[config.mk]
export PLATFORM = sky130hd
export DESIGN_NAME = dual_issue_hazard_ctrl
export DESIGN_NICKNAME = d
export VERILOG_FILES = /design/src/rtl/dual_issue_hazard_ctrl_pkg.sv /design/src/rtl/dual_issue_hazard_ctrl_hazard_match.sv /design/src/rtl/dual_issue_hazard_ctrl.sv
export SDC_FILE = /design/constraint.sdc
export NUM_CORES = 1
export LEC_CHECK = 0
export BUFFER_PORTS_ARGS = -buffer_cell sky130_fd_sc_hd__buf_2
export CORE_UTILIZATION = 50
export DETAILED_ROUTE_END_ITERATION = 16
export GPL_TIMING_DRIVEN = 0
export PLACE_DENSITY_LB_ADDON = 0.05
export SKIP_LAST_GASP = 1
export SLEW_MARGIN = 20
export SYNTH_ARGS = -nofsm -noshare
export SYNTH_HDL_FRONTEND = slang
export SYNTH_SLANG_ARGS = --single-unit
[constraint.sdc]
create_clock -name clk_i -period 2.5 [get_ports clk_i]
set_input_delay 0.375 -clock clk_i [delete_from_list [all_inputs] [get_ports clk_i]]
set_output_delay 0.375 -clock clk_i [all_outputs]
set_load 0.1 [all_outputs]
[src/rtl/dual_issue_hazard_ctrl_pkg.sv]
// Shared types for the dual-issue hazard controller: register address width,
// the per-stage destination tag and the issue FSM states.
package dual_issue_hazard_ctrl_pkg;

    localparam int NREG   = 32;
    localparam int REG_AW = $clog2(NREG);

    // Destination tag carried by every pipeline stage for each lane
    typedef struct packed {
        logic              valid;
        logic              we;
        logic              load;
        logic [REG_AW-1:0] rd;
    } stage_tag_t;

    // Source operand fields captured into EX for the bypass network
    typedef struct packed {
        logic              r1;
        logic              r2;
        logic [REG_AW-1:0] rs1;
        logic [REG_AW-1:0] rs2;
    } src_t;

    typedef enum logic {
        PAIR   = 1'b0,
        SECOND = 1'b1
    } issue_state_t;

    // A tag only produces a forwardable value when it really writes a non-zero register
    function automatic logic tag_writes(input stage_tag_t t);
        return t.valid & t.we & (t.rd != '0);
    endfunction

endpackage

[src/rtl/dual_issue_hazard_ctrl_hazard_match.sv]
// Load-use detector for one decode lane: flags when any EX lane holds a load
// whose destination is one of the sources this lane actually reads.
module hazard_match
    import dual_issue_hazard_ctrl_pkg::*;
(
    input  logic             id_valid,
    input  src_t             src,
    input  stage_tag_t [1:0] tags,
    output logic             load_use
);

    // Scan both EX tags; an invalid decode lane can never request a stall
    always_comb begin
        load_use = 1'b0;
        for (int j = 0; j < 2; j++) begin
            if (id_valid && tags[j].load && tag_writes(tags[j]) &&
                ((src.r1 && (src.rs1 == tags[j].rd)) ||
                 (src.r2 && (src.rs2 == tags[j].rd)))) begin
                load_use = 1'b1;
            end
        end
    end

endmodule

[src/rtl/dual_issue_hazard_ctrl.sv]
// Pipeline control for the dual-issue ID->EX->LSU->WB pipeline: tracks the
// destination tags of both lanes, serialises dependent pairs, stalls on
// load-use and feeds the EX-stage operand bypass network.
module dual_issue_hazard_ctrl
    import dual_issue_hazard_ctrl_pkg::*;
(
    input  logic              clk_i,
    input  logic              rstn_i,
    input  logic              id_valid_0_i,
    input  logic              id_we_0_i,
    input  logic [REG_AW-1:0] id_rd_0_i,
    input  logic              id_load_0_i,
    input  logic              id_r1_0_i,
    input  logic              id_r2_0_i,
    input  logic [REG_AW-1:0] id_rs1_0_i,
    input  logic [REG_AW-1:0] id_rs2_0_i,
    input  logic              id_valid_1_i,
    input  logic              id_we_1_i,
    input  logic [REG_AW-1:0] id_rd_1_i,
    input  logic              id_load_1_i,
    input  logic              id_r1_1_i,
    input  logic              id_r2_1_i,
    input  logic [REG_AW-1:0] id_rs1_1_i,
    input  logic [REG_AW-1:0] id_rs2_1_i,
    input  logic              mem_stall_i,
    input  logic              flush_i,
    output logic              stall_id_o,
    output logic              ex_valid_0_o,
    output logic              ex_valid_1_o,
    output logic              r0_1_o,
    output logic              r0_2_o,
    output logic              r1_1_o,
    output logic              r1_2_o,
    output logic [REG_AW-1:0] a0_1_o,
    output logic [REG_AW-1:0] a0_2_o,
    output logic [REG_AW-1:0] a1_1_o,
    output logic [REG_AW-1:0] a1_2_o,
    output logic              wm0_o,
    output logic              wm1_o,
    output logic [REG_AW-1:0] am0_o,
    output logic [REG_AW-1:0] am1_o,
    output logic              ww0_o,
    output logic              ww1_o,
    output logic [REG_AW-1:0] aw0_o,
    output logic [REG_AW-1:0] aw1_o
);

    stage_tag_t [1:0] id_tag;
    src_t       [1:0] id_src;
    stage_tag_t [1:0] ex_tag;
    src_t       [1:0] ex_src;
    stage_tag_t [1:0] lsu_tag;
    stage_tag_t [1:0] wb_tag;

    issue_state_t state;
    issue_state_t state_next;

    logic pair_hazard;
    logic load_use0;
    logic load_use1;
    logic issue0;
    logic issue1;
    logic stall_req;
    logic unused_wb_load;

    assign id_tag[0] = {id_valid_0_i, id_we_0_i, id_load_0_i, id_rd_0_i};
    assign id_tag[1] = {id_valid_1_i, id_we_1_i, id_load_1_i, id_rd_1_i};
    assign id_src[0] = {id_r1_0_i, id_r2_0_i, id_rs1_0_i, id_rs2_0_i};
    assign id_src[1] = {id_r1_1_i, id_r2_1_i, id_rs1_1_i, id_rs2_1_i};

    // Lane1 depends on lane0 (RAW) or both write the same register (WAW)
    assign pair_hazard = id_valid_0_i & id_valid_1_i & id_we_0_i & (id_rd_0_i != '0) &
                         ((id_r1_1_i & (id_rs1_1_i == id_rd_0_i)) |
                          (id_r2_1_i & (id_rs2_1_i == id_rd_0_i)) |
                          (id_we_1_i & (id_rd_1_i == id_rd_0_i)));

    hazard_match u_match0 (
        .id_valid (id_valid_0_i),
        .src      (id_src[0]),
        .tags     (ex_tag),
        .load_use (load_use0)
    );

    hazard_match u_match1 (
        .id_valid (id_valid_1_i),
        .src      (id_src[1]),
        .tags     (ex_tag),
        .load_use (load_use1)
    );

    // Issue decision: memory stall freezes everything, flush redirects, otherwise PAIR/SECOND rules
    always_comb begin
        state_next = state;
        issue0     = 1'b0;
        issue1     = 1'b0;
        stall_req  = 1'b0;
        if (mem_stall_i) begin
            stall_req = 1'b1;
        end else if (flush_i) begin
            state_next = PAIR;
        end else begin
            case (state)
                PAIR: begin
                    if (load_use0 || (load_use1 && !pair_hazard)) begin
                        stall_req = 1'b1;
                    end else if (pair_hazard) begin
                        issue0     = 1'b1;
                        stall_req  = 1'b1;
                        state_next = SECOND;
                    end else begin
                        issue0 = 1'b1;
                        issue1 = 1'b1;
                    end
                end
                SECOND: begin
                    if (load_use1) begin
                        stall_req = 1'b1;
                    end else begin
                        issue1     = 1'b1;
                        state_next = PAIR;
                    end
                end
                default: state_next = PAIR;
            endcase
        end
    end

    // FSM state register; holds by itself during a memory stall
    always_ff @(posedge clk_i or negedge rstn_i) begin
        if (!rstn_i) begin
            state <= PAIR;
        end else begin
            state <= state_next;
        end
    end

    // EX stage: capture issued lanes, everything else becomes an all-zero bubble
    always_ff @(posedge clk_i or negedge rstn_i) begin
        if (!rstn_i) begin
            ex_tag <= '0;
            ex_src <= '0;
        end else if (!mem_stall_i) begin
            ex_tag[0] <= (issue0 && id_valid_0_i) ? id_tag[0] : '0;
            ex_src[0] <= (issue0 && id_valid_0_i) ? id_src[0] : '0;
            ex_tag[1] <= (issue1 && id_valid_1_i) ? id_tag[1] : '0;
            ex_src[1] <= (issue1 && id_valid_1_i) ? id_src[1] : '0;
        end
    end

    // LSU and WB tags shift down every unstalled cycle, including flush cycles
    always_ff @(posedge clk_i or negedge rstn_i) begin
        if (!rstn_i) begin
            lsu_tag <= '0;
            wb_tag  <= '0;
        end else if (!mem_stall_i) begin
            lsu_tag <= ex_tag;
            wb_tag  <= lsu_tag;
        end
    end

    assign stall_id_o   = stall_req & rstn_i;
    assign ex_valid_0_o = ex_tag[0].valid;
    assign ex_valid_1_o = ex_tag[1].valid;
    assign r0_1_o       = ex_src[0].r1;
    assign r0_2_o       = ex_src[0].r2;
    assign r1_1_o       = ex_src[1].r1;
    assign r1_2_o       = ex_src[1].r2;
    assign a0_1_o       = ex_src[0].rs1;
    assign a0_2_o       = ex_src[0].rs2;
    assign a1_1_o       = ex_src[1].rs1;
    assign a1_2_o       = ex_src[1].rs2;
    assign wm0_o        = lsu_tag[0].valid & lsu_tag[0].we;
    assign wm1_o        = lsu_tag[1].valid & lsu_tag[1].we;
    assign am0_o        = lsu_tag[0].rd;
    assign am1_o        = lsu_tag[1].rd;
    assign aw0_o        = wb_tag[0].rd;
    assign aw1_o        = wb_tag[1].rd;
    assign ww1_o        = wb_tag[1].valid & wb_tag[1].we;
    // The fixed bypass order would let older wb0 beat younger lsu1; suppress wb0 then
    assign ww0_o        = wb_tag[0].valid & wb_tag[0].we & ~(wm1_o & (am1_o == aw0_o));

    assign unused_wb_load = wb_tag[0].load ^ wb_tag[1].load;

endmodule

==> metrics.txt, run 1 <==
# TYPE chip_impl_metric gauge
chip_impl_metric{name="drive_above_1_share",unit="%"} 41.1
chip_impl_metric{name="comb_power_share",unit="%"} 30.1
chip_impl_metric{name="hpwlAfterDp",unit="microns"} 7260
chip_impl_metric{name="max_clock_freq",unit="MHz"} 399
chip_impl_info{name="timing.critical_path.cells",value="buf_6, nor3_4, a21oi_2, buf_4, a22o_1, and4b_1, a211o_1, buf_12"} 1
chip_impl_metric{name="regArea",unit="sq um"} 1730
chip_impl_metric{name="p_sw_share",unit="%"} 37.9
chip_impl_metric{name="maximum_number_of_pins_on_one_net_before_global_route_repair",unit=""} 54
chip_impl_info{name="grt_setup_unrepaired",value="true"} 1
chip_impl_info{name="largest-register",value="ex_tag"} 1
chip_impl_metric{name="tightest_slew",unit="ns"} 0.876
chip_impl_metric{name="timing.critical_path.slowest_cell_delay",unit="ns"} 0.38
chip_impl_metric{name="synthesis.area",unit="sq um"} 3940
chip_impl_info{name="violations_in_the_final_reports",value="setup timing"} 1
chip_impl_metric{name="flow.area_growth_from_synthesis",unit="%"} 24.7
chip_impl_metric{name="postPlaceCellArea",unit="sq um"} 4520
chip_impl_metric{name="drcViolationCount",unit=""} 0
chip_impl_metric{name="syn_avg_cell_area",unit="sq um"} 10.4
chip_impl_metric{name="post-route-cell-area",unit="sq um"} 4920
chip_impl_metric{name="totalPowerFinal",unit="mW"} 3.11
chip_impl_metric{name="buffer_ports.inserted",unit=""} 82
chip_impl_info{name="outcome",value="complete, but fails checks"} 1
chip_impl_info{name="setup.worst_path.end_class",value="output port"} 1
chip_impl_metric{name="via_per_inst",unit=""} 5.69
chip_impl_metric{name="maximum_fanout_along_the_worst_path",unit=""} 7
chip_impl_metric{name="synthesis.yosys.warnings",unit=""} 0
chip_impl_metric{name="setup_violations",unit=""} 1
chip_impl_metric{name="yosysSeqAreaShare",unit="%"} 43.8
chip_impl_metric{name="cts_sinks",unit=""} 69
chip_impl_metric{name="final.fill_count",unit=""} 702
chip_impl_metric{name="worst_slack",unit="ns"} -0.00680
chip_impl_metric{name="fp.dieH",unit="microns"} 90.8
chip_impl_metric{name="final-hold-violation-count",unit=""} 0
chip_impl_metric{name="n_antenna_cell",unit=""} 0
chip_impl_metric{name="num_io_pins",unit=""} 95
chip_impl_metric{name="core.rowCount",unit=""} 32
chip_impl_info{name="slowest_stage",value="sky130_fd_sc_hd__dfrtp_1"} 1
chip_impl_metric{name="number_of_flip_flops_in_the_largest_register",unit=""} 14
chip_impl_metric{name="cellInternalPower",unit="mW"} 1.93
chip_impl_metric{name="worstSkewPairLatency",unit="ns"} 0.36
chip_impl_metric{name="ant_nets",unit=""} 0
chip_impl_metric{name="placeableCoreArea",unit="sq um"} 7690
chip_impl_metric{name="maximum_clock_insertion_buffer_count",unit=""} 2
chip_impl_metric{name="finClkSkew",unit="ns"} 0.0147
chip_impl_info{name="hold_path_class",value="input pin to async pin"} 1
chip_impl_info{name="layout_commonest_cell",value="sky130_fd_sc_hd__buf_2"} 1
chip_impl_metric{name="critPathBufInv",unit=""} 3
chip_impl_metric{name="1st_iter_drt_viols",unit=""} 193
chip_impl_metric{name="clk_pin_slew",unit="ns"} 0.08
chip_impl_metric{name="power_leakage",unit="nW"} 2.29
chip_impl_metric{name="synth.ff_latch_count",unit=""} 69
chip_impl_metric{name="power.ir.vdd_worst",unit="mV"} 0.299
chip_impl_metric{name="place.gp.congestion",unit=""} 0.866
chip_impl_metric{name="final_max_slew_viol_count",unit=""} 0
chip_impl_info{name="crit_path_start_kind",value="flop"} 1
chip_impl_metric{name="seqPwrFrac",unit="%"} 40.0
chip_impl_metric{name="worstPathArrival",unit="ns"} 2.13
chip_impl_metric{name="totalWireLength",unit="microns"} 10100
chip_impl_metric{name="clockPowerShare",unit="%"} 29.8
chip_impl_metric{name="synth.net_count",unit=""} 424
chip_impl_metric{name="final_nets",unit=""} 526
chip_impl_metric{name="required",unit="ns"} 2.12
chip_impl_metric{name="cap_viol_max_count",unit=""} 0
chip_impl_metric{name="die_width",unit="microns"} 90.8
chip_impl_metric{name="wire_per_inst",unit="microns"} 17.2
chip_impl_metric{name="tritoncts.num_buffers",unit=""} 9
chip_impl_metric{name="maximum_level_of_the_cts_h_tree",unit=""} 3
chip_impl_metric{name="min_period",unit="ns"} 2.51
chip_impl_info{name="cpLargestDelayFamily",value="compound AO/OA/AOI/OAI gates"} 1
chip_impl_metric{name="vias",unit=""} 3351
chip_impl_metric{name="firstDrtPassIters",unit=""} 5
chip_impl_info{name="timing.setup.critical_path_class",value="flop to output port"} 1
chip_impl_metric{name="global_route_wire_length_before_repair",unit="microns"} 16300
chip_impl_metric{name="totalNegativeSetupSlack",unit="ns"} -0.00680
chip_impl_metric{name="yosys.cell_types.count",unit=""} 32
chip_impl_info{name="tritoncts",value="yes"} 1
chip_impl_info{name="cts_root_buf",value="sky130_fd_sc_hd__clkbuf_8"} 1
chip_impl_metric{name="grt_pass1_vias",unit=""} 3131
chip_impl_metric{name="relSlewSlack",unit="%"} 41.4
chip_impl_metric{name="pwr_density",unit="nW/um^2"} 632
chip_impl_metric{name="final.period_utilization",unit="%"} 100
chip_impl_metric{name="die-area",unit="sq um"} 8240
chip_impl_metric{name="grt.overflow.total",unit=""} 0
chip_impl_metric{name="pre_cts_ws",unit="ns"} -0.0724
chip_impl_metric{name="net_load_switching_power",unit="mW"} 1.18
chip_impl_metric{name="antenna_violations_before_repair",unit=""} 0
chip_impl_metric{name="initial_core_util",unit="%"} 51.3
chip_impl_metric{name="total_area_of_multi_input_combinational_cells",unit="sq um"} 1930
chip_impl_info{name="final_cell_mix",value="sky130_fd_sc_hd__buf_2 (96), sky130_fd_sc_hd__dfrtp_1 (67), sky130_fd_sc_hd__xnor2_1 (42), sky130_fd_sc_hd__buf_4 (32)"} 1
chip_impl_metric{name="groute.usage.overall",unit="%"} 25.5
chip_impl_metric{name="post_synth_inst_count",unit=""} 380
area by class of cell:
| type | count | area share [%] |
|---|---|---|
| buffer | 65 | 8.45 |
| tap | 102 | 2.60 |
| sequential | 69 | 35.2 |
| multi-input combinational | 246 | 39.2 |
| clock buffer | 9 | 2.52 |
| clock inverter | 7 | 1.50 |
| timing repair buffer | 91 | 10.5 |
what timing repair did:
| item | 4_1_cts | 5_1_grt |
|---|---|---|
| endpoints found under the hold margin | 19 | 0 |
| gates resized for setup | 29 | 6 |
| pin swaps | 7 | 8 |
| buffers inserted | 2 | 5 |
| endpoints found under the setup margin | 1 | 1 |
| hold buffers | 1 | 0 |
logic make-up after synthesis:
group                  synth area share, %
AO/OA/AOI/OAI                         12.1
XOR/XNOR                              13.3
buffers and inverters                 9.14
flip-flops                            43.8
multiplexers                          8.00
AND/OR/NAND/NOR                       13.7
synth_stat cells (all sizes together):
library cell,instances,share of area [%]
dfrtp,69,44
a22o,2,0.44
o2111ai,1,0.38
o21ai,1,0.13
xnor2,44,9.8
and4b,2,0.51
a211o,2,0.44
o211ai,20,3.9
xor2,16,3.6
clkbuf,17,1.7
mux2,28,8.0
nor2,2,0.19
a32oi,1,0.22
nand3,24,3.0
nand2,28,2.7
nor3,3,0.38
and3,2,0.32
o22ai,4,0.63
a32o,19,4.8
or4,1,0.19
buf,48,7.5
nand4,27,4.3
and2,5,0.79
a22oi,2,0.38
a31oi,1,0.16
nor4,4,0.63
nor3b,2,0.38
nor4bb,1,0.25
a21oi,4,0.51
power by group through the flow:
stage | clock, mW | combinational, mW | sequential [mW]
2_1_floorplan | 0 | 0.537 | 1.43
3_3_place_gp | 0 | 0.891 | 1.26
3_5_place_dp | 0 | 0.904 | 1.26
4_1_cts | 0.941 | 0.929 | 1.24
5_1_grt | 0.982 | 0.983 | 1.25
6_report | 0.926 | 0.936 | 1.24
per-stage QoR:
stage                     std cells  hold slack (ns)  utilization [%]
final                           589         0.000926             63.9
after global routing            589           0.0142             63.9
after CTS                       584          0.00442             63.1
after detailed placement        565            0.277             58.8
after global placement          564            0.472             58.4
after floorplan                 380           0.0794                -
layer usage:
metal / part of all wire [%] / vias up / routed length (microns) / GRT usage, %
met1: 44 / 1655 / 4480 / 34.4
met3: 5.5 / 14 / 554 / 3.28
li1: - / 1560 / - / -
met4: 1.5 / 0 / 150 / 10.2
met5: 0 / - / 0 / 0
met2: 49 / 122 / 4940 / 41.7
worst paths after layout:
kind                                              from               endpoint  slack, ns  cells after the start
worst min-delay path                            rstn_i   aw0_o[0]$_DFFE_PN0N_     0.0009                      2
worst max register to register  ex_tag[11]$_DFFE_PN0N_  a1_1_o[1]$_DFFE_PN0N_       0.44                      9
worst min register to register   a0_2_o[4]$_DFFE_PN0N_  a0_2_o[4]$_DFFE_PN0N_       0.49                      1
min in group clk_i                         id_load_0_i  ex_tag[5]$_DFFE_PN0N_       0.26                      2
worst max-delay path            ex_tag[11]$_DFFE_PN0N_             stall_id_o     -0.007                      8
max in group asynchronous                       rstn_i   aw0_o[1]$_DFFE_PN0N_       1.25                      2
No activity file was read; power rests on OpenSTA's default activity.
==> run 2: changes to the inputs <==
Settings changed: CTS_CLUSTER_DIAMETER set to 50, SYNTH_HIERARCHICAL set to 1.
==> run 2 against run 1 <==
Compared with the run above:
- the run still ends with setup timing left
- via count fell by 13%
- routed wire length is 9.3% lower
- final cell count fell by 9.5%
- die area fell by 9.7%
- register-to-register slack got worse by 0.33 ns
- sequential share of layout area increased by 1.3 points
- first-iteration DRC count decreased by 4.7%
==> metrics.txt, run 2 <==
# TYPE chip_impl_metric gauge
chip_impl_metric{name="synth_top_area_share",unit="%"} 48.6
chip_impl_metric{name="r2r_cells",unit=""} 11
chip_impl_metric{name="worstSkewPairLatency",unit="ns"} 0.34
chip_impl_metric{name="yosys.cell_types.count",unit=""} 27
chip_impl_metric{name="n_antenna_cell",unit=""} 0
chip_impl_metric{name="vias",unit=""} 2931
chip_impl_metric{name="setup_violations",unit=""} 1
chip_impl_info{name="r2r_start",value="ex_tag[11]$_DFFE_PN0N_"} 1
chip_impl_metric{name="required",unit="ns"} 2.12
chip_impl_metric{name="power_leakage",unit="nW"} 2.33
chip_impl_metric{name="antenna_violations_before_repair",unit=""} 0
chip_impl_metric{name="global_route_wire_length_before_repair",unit="microns"} 14300
chip_impl_metric{name="synth.net_count",unit=""} 353
chip_impl_metric{name="worst_hold_path_cell_count",unit=""} 2
chip_impl_metric{name="min_period",unit="ns"} 2.55
chip_impl_metric{name="final_max_slew_viol_count",unit=""} 0
chip_impl_metric{name="die-area",unit="sq um"} 7440
chip_impl_metric{name="flow.area_growth_from_synthesis",unit="%"} 34.3
chip_impl_metric{name="drcViolationCount",unit=""} 0
chip_impl_metric{name="timing.critical_path.slowest_cell_delay",unit="ns"} 0.47
chip_impl_metric{name="relSlewSlack",unit="%"} 62.5
chip_impl_info{name="grt_setup_unrepaired",value="true"} 1
chip_impl_metric{name="place.gp.congestion",unit=""} 0.878
chip_impl_metric{name="totalWireLength",unit="microns"} 9180
chip_impl_info{name="timing.setup.critical_path_class",value="flop to output port"} 1
chip_impl_metric{name="initial_core_util",unit="%"} 52.0
chip_impl_metric{name="maximum_clock_insertion_buffer_count",unit=""} 2
chip_impl_metric{name="final.period_utilization",unit="%"} 102
chip_impl_metric{name="regArea",unit="sq um"} 1740
chip_impl_metric{name="maximum_number_of_pins_on_one_net_before_global_route_repair",unit=""} 56
chip_impl_metric{name="synthesis.area",unit="sq um"} 3550
chip_impl_metric{name="fp.dieH",unit="microns"} 86.3
chip_impl_info{name="synthMostInstantiatedCell",value="sky130_fd_sc_hd__dfrtp_1"} 1
chip_impl_metric{name="async_flop_share",unit="%"} 100
chip_impl_metric{name="power.ir.vdd_worst",unit="mV"} 0.368
chip_impl_info{name="tritoncts",value="yes"} 1
chip_impl_info{name="timing.critical_path.cells",value="xnor2_1, nand4_1, o22ai_1, a22o_1, inv_1, a211oi_2, o311a_4, buf_12"} 1
chip_impl_metric{name="core.rowCount",unit=""} 30
chip_impl_info{name="final_cell_mix",value="sky130_fd_sc_hd__buf_2 (90), sky130_fd_sc_hd__dfrtp_1 (59), sky130_fd_sc_hd__a22o_1 (40), sky130_fd_sc_hd__xnor2_1 (38), sky130_fd_sc_hd__buf_4 (37)"} 1
chip_impl_metric{name="yosysSeqAreaShare",unit="%"} 48.6
chip_impl_metric{name="grt.overflow.total",unit=""} 0
chip_impl_metric{name="worst_slack",unit="ns"} -0.0496
chip_impl_metric{name="buffer_ports.inserted",unit=""} 88
chip_impl_info{name="outcome",value="complete, but fails checks"} 1
chip_impl_metric{name="maximum_fanout_along_the_worst_path",unit=""} 4
chip_impl_info{name="crit_path_start_kind",value="flop"} 1
chip_impl_metric{name="die_width",unit="microns"} 86.3
chip_impl_metric{name="max_clock_freq",unit="MHz"} 392
chip_impl_metric{name="grt_pass1_vias",unit=""} 2723
chip_impl_info{name="post_synth_main_area_contributors",value="sky130_fd_sc_hd__dfrtp_1 (49%), sky130_fd_sc_hd__xnor2_1 (11%), sky130_fd_sc_hd__a22o_1 (9.9%)"} 1
chip_impl_metric{name="final-hold-violation-count",unit=""} 0
chip_impl_metric{name="synth.ff_latch_count",unit=""} 69
chip_impl_metric{name="finClkSkew",unit="ns"} 0.00966
chip_impl_info{name="synth_top_cells_by_count",value="sky130_fd_sc_hd__dfrtp_1 (69), sky130_fd_sc_hd__xnor2_1 (44), sky130_fd_sc_hd__a22o_1 (40)"} 1
chip_impl_info{name="hold_path_end",value="ex_tag[11]$_DFFE_PN0N_"} 1
chip_impl_metric{name="num_io_pins",unit=""} 95
chip_impl_info{name="slowest_stage",value="sky130_fd_sc_hd__dfrtp_2"} 1
chip_impl_metric{name="synthesis.yosys.warnings",unit=""} 6
chip_impl_info{name="largest-register",value="ex_tag"} 1
chip_impl_metric{name="drive_above_1_share",unit="%"} 47.1
chip_impl_metric{name="ant_nets",unit=""} 0
chip_impl_metric{name="final.fill_count",unit=""} 527
chip_impl_metric{name="fin_worst_hold_slack",unit="ns"} 0.268
chip_impl_info{name="largest_area_contributor_in_the_synthesized_netlist",value="sky130_fd_sc_hd__dfrtp_1"} 1
chip_impl_metric{name="r2r_setup_slack",unit="ns"} 0.11
chip_impl_metric{name="tritoncts.num_buffers",unit=""} 9
chip_impl_metric{name="final_nets",unit=""} 476
chip_impl_info{name="cts_root_buf",value="sky130_fd_sc_hd__clkbuf_8"} 1
chip_impl_metric{name="tightest_slew",unit="ns"} 0.562
chip_impl_info{name="setup.worst_path.end_class",value="output port"} 1
chip_impl_metric{name="cts_sinks",unit=""} 69
chip_impl_info{name="regToRegEndpoint",value="a1_2_o[0]$_DFFE_PN0N_"} 1
chip_impl_info{name="hold_path_class",value="input pin to flop"} 1
chip_impl_metric{name="firstDrtPassIters",unit=""} 4
chip_impl_metric{name="via_per_inst",unit=""} 5.50
chip_impl_metric{name="worstPathArrival",unit="ns"} 2.17
chip_impl_metric{name="hpwlAfterDp",unit="microns"} 6260
chip_impl_metric{name="1st_iter_drt_viols",unit=""} 184
chip_impl_metric{name="maximum_level_of_the_cts_h_tree",unit=""} 3
chip_impl_metric{name="post_synth_inst_count",unit=""} 309
chip_impl_metric{name="syn_avg_cell_area",unit="sq um"} 11.5
chip_impl_metric{name="totalPowerFinal",unit="mW"} 3.59
chip_impl_info{name="layout_commonest_cell",value="sky130_fd_sc_hd__buf_2"} 1
chip_impl_info{name="synth-main-ff-cell",value="sky130_fd_sc_hd__dfrtp_1"} 1
chip_impl_metric{name="number_of_flip_flops_in_the_largest_register",unit=""} 14
chip_impl_info{name="violations_in_the_final_reports",value="setup timing"} 1
chip_impl_metric{name="groute.usage.overall",unit="%"} 25.7
chip_impl_metric{name="wire_per_inst",unit="microns"} 17.2
chip_impl_metric{name="cap_viol_max_count",unit=""} 0
chip_impl_metric{name="pwr_density",unit="nW/um^2"} 753
chip_impl_metric{name="synth_enable_flop_cells",unit=""} 0
chip_impl_info{name="holdCritStartpoint",value="id_rd_1_i[3]"} 1
chip_impl_metric{name="total_area_of_multi_input_combinational_cells",unit="sq um"} 1690
chip_impl_metric{name="clk_pin_slew",unit="ns"} 0.08
chip_impl_metric{name="placeableCoreArea",unit="sq um"} 6830
==> run 2: through the flow <==
| stage | worst slack (ns) | setup TNS (ns) | utilization, % | cell area, sq um | instances |
|---|---|---|---|---|---|
| 3_3_place_gp | -0.299 | -0.299 | 60.3 | 4120 | 493 |
| 4_1_cts | -0.00421 | -0.00421 | 68.2 | 4660 | 532 |
| 2_1_floorplan | -0.105 | -0.105 | - | 3560 | 309 |
| 6_report | -0.0496 | -0.0496 | 69.8 | 4770 | 533 |
| 3_5_place_dp | -0.150 | -0.690 | 60.7 | 4150 | 494 |
| 5_1_grt | -0.0985 | -0.274 | 69.8 | 4770 | 533 |
==> run 2: worst max path at each step <==
| stage | slack (ns) | cells past startpoint | start | end |
|---|---|---|---|---|
| 5_1_grt | -0.1 | 8 | ex_tag[11]$_DFFE_PN0N_ | stall_id_o |
| 3_3_place_gp | -0.30 | 3 | rstn_i | stall_id_o |
| 6_report | -0.05 | 8 | ex_tag[0]$_DFFE_PN0N_ | stall_id_o |
| 3_5_place_dp | -0.15 | 8 | id_rd_0_i[4] | stall_id_o |
| 4_1_cts | -0.004 | 8 | ex_tag[12]$_DFFE_PN0N_ | stall_id_o |
| 2_1_floorplan | -0.10 | 6 | ex_valid_1_o$_DFFE_PN0N_ | stall_id_o |
==> run 2: timing repair <==
action,in CTS,in global routing
resized for setup,16,25
pin swaps,4,8
setup endpoints to repair,24,41
setup buffers,21,0
gates cloned,0,1
hold buffers,1,0
endpoints found under the hold margin,15,0
==> run 2: final cells by class <==
type | count | share of cell area [%]
clock inverters | 6 | 2.31
multi-input cells | 200 | 35.4
well taps | 96 | 2.52
flip-flops and latches | 69 | 36.5
repair buffers | 112 | 15.1
clock buffers | 10 | 2.89
plain buffers | 37 | 5.04
inverters | 3 | 0.236
==> run 2: worst max-delay path: cells and delay by family, from the launching register on <==
kind / cells / cell delay, ns
buf+inv: 2 / 0.24
simple gates: 1 / 0.13
xor+xnor: 1 / 0.19
compound gates: 4 / 0.80
flops: 1 / 0.47
==> run 2: power by group <==
part / total (mW) / leakage (nW) / internal [mW] / switching, mW
sequential: 1.31 / 0.902 / 1.22 / 0.0931
clock: 1.11 / 0.119 / 0.688 / 0.426
combinational: 1.16 / 1.31 / 0.353 / 0.807
==> run 2: cells by family after synthesis <==
family | after synthesis | share of synthesized area, %
flops | 69 | 48.6
xor+xnor | 60 | 14.8
buf+inv | 40 | 6.59
compound gates | 58 | 13.2
simple gates | 54 | 7.90
mux | 28 | 8.88
==> run 2: metal layers <==
| metal | vias to the layer above | wire (microns) | global-route usage, % |
|---|---|---|---|
| met5 | - | 0 | 0 |
| met4 | 0 | 152 | 9.55 |
| met3 | 15 | 494 | 4.67 |
| met2 | 104 | 4370 | 39.1 |
| met1 | 1474 | 4170 | 36.8 |
| li1 | 1338 | - | - |
==> run 3: changes to the inputs <==
Settings changed: BUFFER_PORTS_ARGS -buffer_cell sky130_fd_sc_hd__buf_2 to -buffer_cell sky130_fd_sc_hd__buf_4, CORE_UTILIZATION 50 to 48.
Clock period 2.5 ns to 2.3 ns, I/O delays scaled along.
==> run 3 against run 2 <==
Compared with the run above:
- the run still ends with setup timing left
- critical path depth is 4 higher
- first-iteration DRC count did not move
- final area is 3.9% higher
- hold slack worse by 0.15 ns
- total power increased by 4.3%
- combinational power increased by 16%
- sequential power grew 8%
==> metrics.txt, run 3 (synthesis gave the netlist of run 2 again) <==
# TYPE chip_impl_metric gauge
chip_impl_metric{name="vias",unit=""} 2994
chip_impl_metric{name="global_route_wire_length_before_repair",unit="microns"} 14900
chip_impl_metric{name="1st_iter_drt_viols",unit=""} 184
chip_impl_info{name="largest-register",value="ex_tag"} 1
chip_impl_metric{name="final_nets",unit=""} 483
chip_impl_metric{name="wire_per_inst",unit="microns"} 18.4
chip_impl_metric{name="final-instance-count-excl-fill",unit=""} 540
chip_impl_metric{name="timing.critical_path.slowest_cell_delay",unit="ns"} 0.47
chip_impl_metric{name="final_max_slew_viol_count",unit=""} 0
chip_impl_metric{name="r2r_cells",unit=""} 12
chip_impl_metric{name="clk_pin_slew",unit="ns"} 0.08
chip_impl_metric{name="place.gp.congestion",unit=""} 0.956
chip_impl_metric{name="core.rowCount",unit=""} 30
chip_impl_metric{name="tightest_slew",unit="ns"} 0.878
chip_impl_metric{name="worstPathArrival",unit="ns"} 3.04
chip_impl_metric{name="regArea",unit="sq um"} 1740
chip_impl_metric{name="cts.hold.buffers_added",unit=""} 0
chip_impl_metric{name="finClkSkew",unit="ns"} 0.00949
chip_impl_metric{name="antenna_violations_before_repair",unit=""} 0
chip_impl_metric{name="grt.overflow.total",unit=""} 0
chip_impl_metric{name="max_clock_freq",unit="MHz"} 363
chip_impl_metric{name="die_width",unit="microns"} 88.0
chip_impl_metric{name="totalWireLength",unit="microns"} 9920
chip_impl_metric{name="grt_pass1_vias",unit=""} 2932
chip_impl_metric{name="net_load_switching_power",unit="mW"} 1.47
chip_impl_metric{name="drcViolationCount",unit=""} 0
chip_impl_metric{name="die-area",unit="sq um"} 7740
chip_impl_metric{name="clockPowerShare",unit="%"} 25.8
chip_impl_metric{name="power.ir.vdd_worst",unit="mV"} 0.441
chip_impl_metric{name="worst_slack",unit="ns"} -0.459
chip_impl_metric{name="comb_power_share",unit="%"} 36.1
chip_impl_metric{name="total_area_of_multi_input_combinational_cells",unit="sq um"} 1700
chip_impl_info{name="hold_path_class",value="input pin to async pin"} 1
chip_impl_metric{name="placed_cells",unit=""} 493
chip_impl_info{name="slowest_stage",value="sky130_fd_sc_hd__dfrtp_2"} 1
chip_impl_info{name="cts_root_buf",value="sky130_fd_sc_hd__clkbuf_8"} 1
chip_impl_metric{name="power_leakage",unit="nW"} 2.36
chip_impl_metric{name="num_io_pins",unit=""} 95
chip_impl_metric{name="setup_violations",unit=""} 41
chip_impl_metric{name="cellInternalPower",unit="mW"} 2.27
chip_impl_metric{name="final.fill_count",unit=""} 534
chip_impl_info{name="timing.setup.critical_path_class",value="flop to flop"} 1
chip_impl_metric{name="tritoncts.num_buffers",unit=""} 9
chip_impl_metric{name="final.period_utilization",unit="%"} 120
chip_impl_metric{name="p_sw_share",unit="%"} 39.2
chip_impl_metric{name="maximum_number_of_pins_on_one_net_before_global_route_repair",unit=""} 71
chip_impl_metric{name="relSlewSlack",unit="%"} 41.5
chip_impl_metric{name="required",unit="ns"} 2.58
chip_impl_metric{name="finalCoreUtilization",unit="%"} 70.9
chip_impl_metric{name="maximum_fanout_along_the_worst_path",unit=""} 5
chip_impl_metric{name="hpwlAfterDp",unit="microns"} 6500
chip_impl_info{name="final_cell_mix",value="sky130_fd_sc_hd__buf_4 (131), sky130_fd_sc_hd__dfrtp_1 (57), sky130_fd_sc_hd__xnor2_1 (40), sky130_fd_sc_hd__a22o_1 (40), sky130_fd_sc_hd__mux2_2 (28)"} 1
chip_impl_metric{name="firstDrtPassIters",unit=""} 4
chip_impl_metric{name="buffer_ports.inserted",unit=""} 88
chip_impl_metric{name="n_antenna_cell",unit=""} 0
chip_impl_metric{name="pwr_density",unit="nW/um^2"} 755
chip_impl_metric{name="placeableCoreArea",unit="sq um"} 6980
chip_impl_info{name="outcome",value="complete, but fails checks"} 1
chip_impl_info{name="layout_commonest_cell",value="sky130_fd_sc_hd__buf_4"} 1
chip_impl_metric{name="via_per_inst",unit=""} 5.54
chip_impl_metric{name="fp.dieH",unit="microns"} 88.0
chip_impl_metric{name="cap_viol_max_count",unit=""} 0
chip_impl_metric{name="min_period",unit="ns"} 2.76
chip_impl_metric{name="number_of_flip_flops_in_the_largest_register",unit=""} 14
chip_impl_metric{name="ant_nets",unit=""} 0
chip_impl_metric{name="seqPwrFrac",unit="%"} 38.1
chip_impl_info{name="timing.critical_path.cells",value="xnor2_1, nand4_1, o22ai_2, a22o_1, buf_4, buf_6, nor4_4, nand2_2, a211oi_4, buf_4, buf_6, a22o_1"} 1
chip_impl_metric{name="maximum_clock_insertion_buffer_count",unit=""} 2
chip_impl_info{name="violations_in_the_final_reports",value="setup timing"} 1
chip_impl_metric{name="cts_sinks",unit=""} 69
chip_impl_metric{name="drive_above_1_share",unit="%"} 48.9
chip_impl_metric{name="maximum_level_of_the_cts_h_tree",unit=""} 3
chip_impl_info{name="setup.worst_path.end_class",value="flop"} 1
chip_impl_metric{name="worstSkewPairLatency",unit="ns"} 0.34
chip_impl_metric{name="flow.area_growth_from_synthesis",unit="%"} 39.5
chip_impl_metric{name="final-hold-violation-count",unit=""} 0
chip_impl_metric{name="initial_core_util",unit="%"} 50.8
chip_impl_info{name="crit_path_start_kind",value="flop"} 1
chip_impl_metric{name="groute.usage.overall",unit="%"} 26.3
chip_impl_info{name="tritoncts",value="yes"} 1
chip_impl_info{name="grt_setup_unrepaired",value="true"} 1
-- run 3: changes by cell type in the layout (fill, tap and decap cells not counted), moves of 3 or more --
| cell | before | now |
|---|---|---|
| sky130_fd_sc_hd__buf_12 | 5 | 2 |
| sky130_fd_sc_hd__buf_4 | 37 | 131 |
| sky130_fd_sc_hd__buf_6 | 5 | 10 |
| sky130_fd_sc_hd__buf_2 | 90 | 3 |
-- run 3: path summary, 6_finish.rpt --
kind,startpoint,slack [ns],endpoint
max in group asynchronous,rstn_i,1.55,ex_tag[11]$_DFFE_PN0N_
worst min-delay path,rstn_i,0.11,aw1_o[3]$_DFFE_PN0N_
worst max-delay path,ex_tag[12]$_DFFE_PN0N_,-0.46,a0_1_o[4]$_DFFE_PN0N_
min in group clk_i,id_load_1_i,0.23,ex_tag[13]$_DFFE_PN0N_
worst min register to register,aw1_o[1]$_DFFE_PN0N_,0.51,aw1_o[1]$_DFFE_PN0N_
worst max register to register,ex_tag[12]$_DFFE_PN0N_,-0.46,a0_1_o[4]$_DFFE_PN0N_
-- run 3: stage by stage --
stage / hold WS (ns) / cell area (sq um) / setup TNS (ns) / setup slack (ns) / power, mW
5_1_grt: 0.194 / 4950 / -15.73 / -0.522 / 3.88
4_1_cts: 0.152 / 4800 / -4.25 / -0.207 / 3.71
3_5_place_dp: 0.495 / 4340 / -8.60 / -0.252 / 2.69
2_1_floorplan: 0.0494 / 3560 / 0 / 0.0197 / 2.36
6_report: 0.114 / 4950 / -13.10 / -0.459 / 3.74
3_3_place_gp: 0.480 / 4340 / -7.57 / -0.241 / 2.67
-- run 3: area by class of cell --
class	instances	share of cell area [%]
Buffer	37	5.00
Clock buffer	10	2.58
Clock inverter	6	1.29
Inverter	3	0.227
Multi-Input combinational cell	200	34.3
Sequential cell	69	35.2
Tap cell	96	2.42
Timing Repair Buffer	119	19.0
-- run 3: worst max-delay path, delay by kind of cell, from the launching register on --
| family | cells | cell delay (ns) |
|---|---|---|
| AOI/OAI and AO/OA | 4 | 0.85 |
| xor gates and xnor gates | 1 | 0.17 |
| buffers and inverters | 4 | 0.55 |
| DFF | 1 | 0.47 |
| and+or+nand+nor | 3 | 0.66 |
-- run 3: metal layers --
metal,part of all wire [%],global-route usage (%),vias up
met2,47,42.5,144
met5,0,0,-
li1,-,-,1352
met3,6.0,4.15,41
met1,42,34.3,1457
met4,5.3,13.3,0
-- run 3: timing repair --
| action | 4_1_cts | 5_1_grt |
|---|---|---|
| pin swaps | 6 | 8 |
| buffers inserted | 24 | 5 |
| endpoints found under the setup margin | 41 | 41 |
| cloned | 0 | 2 |
| gates resized for setup | 24 | 22 |
-- run 3: power groups by stage --
stage          clock network, mW  logic (mW)  registers (mW)
2_1_floorplan                  0       0.678            1.68
3_3_place_gp                   0        1.20            1.47
3_5_place_dp                   0        1.22            1.47
4_1_cts                    0.980        1.31            1.42
5_1_grt                     1.03        1.40            1.44
6_report                   0.967        1.35            1.42
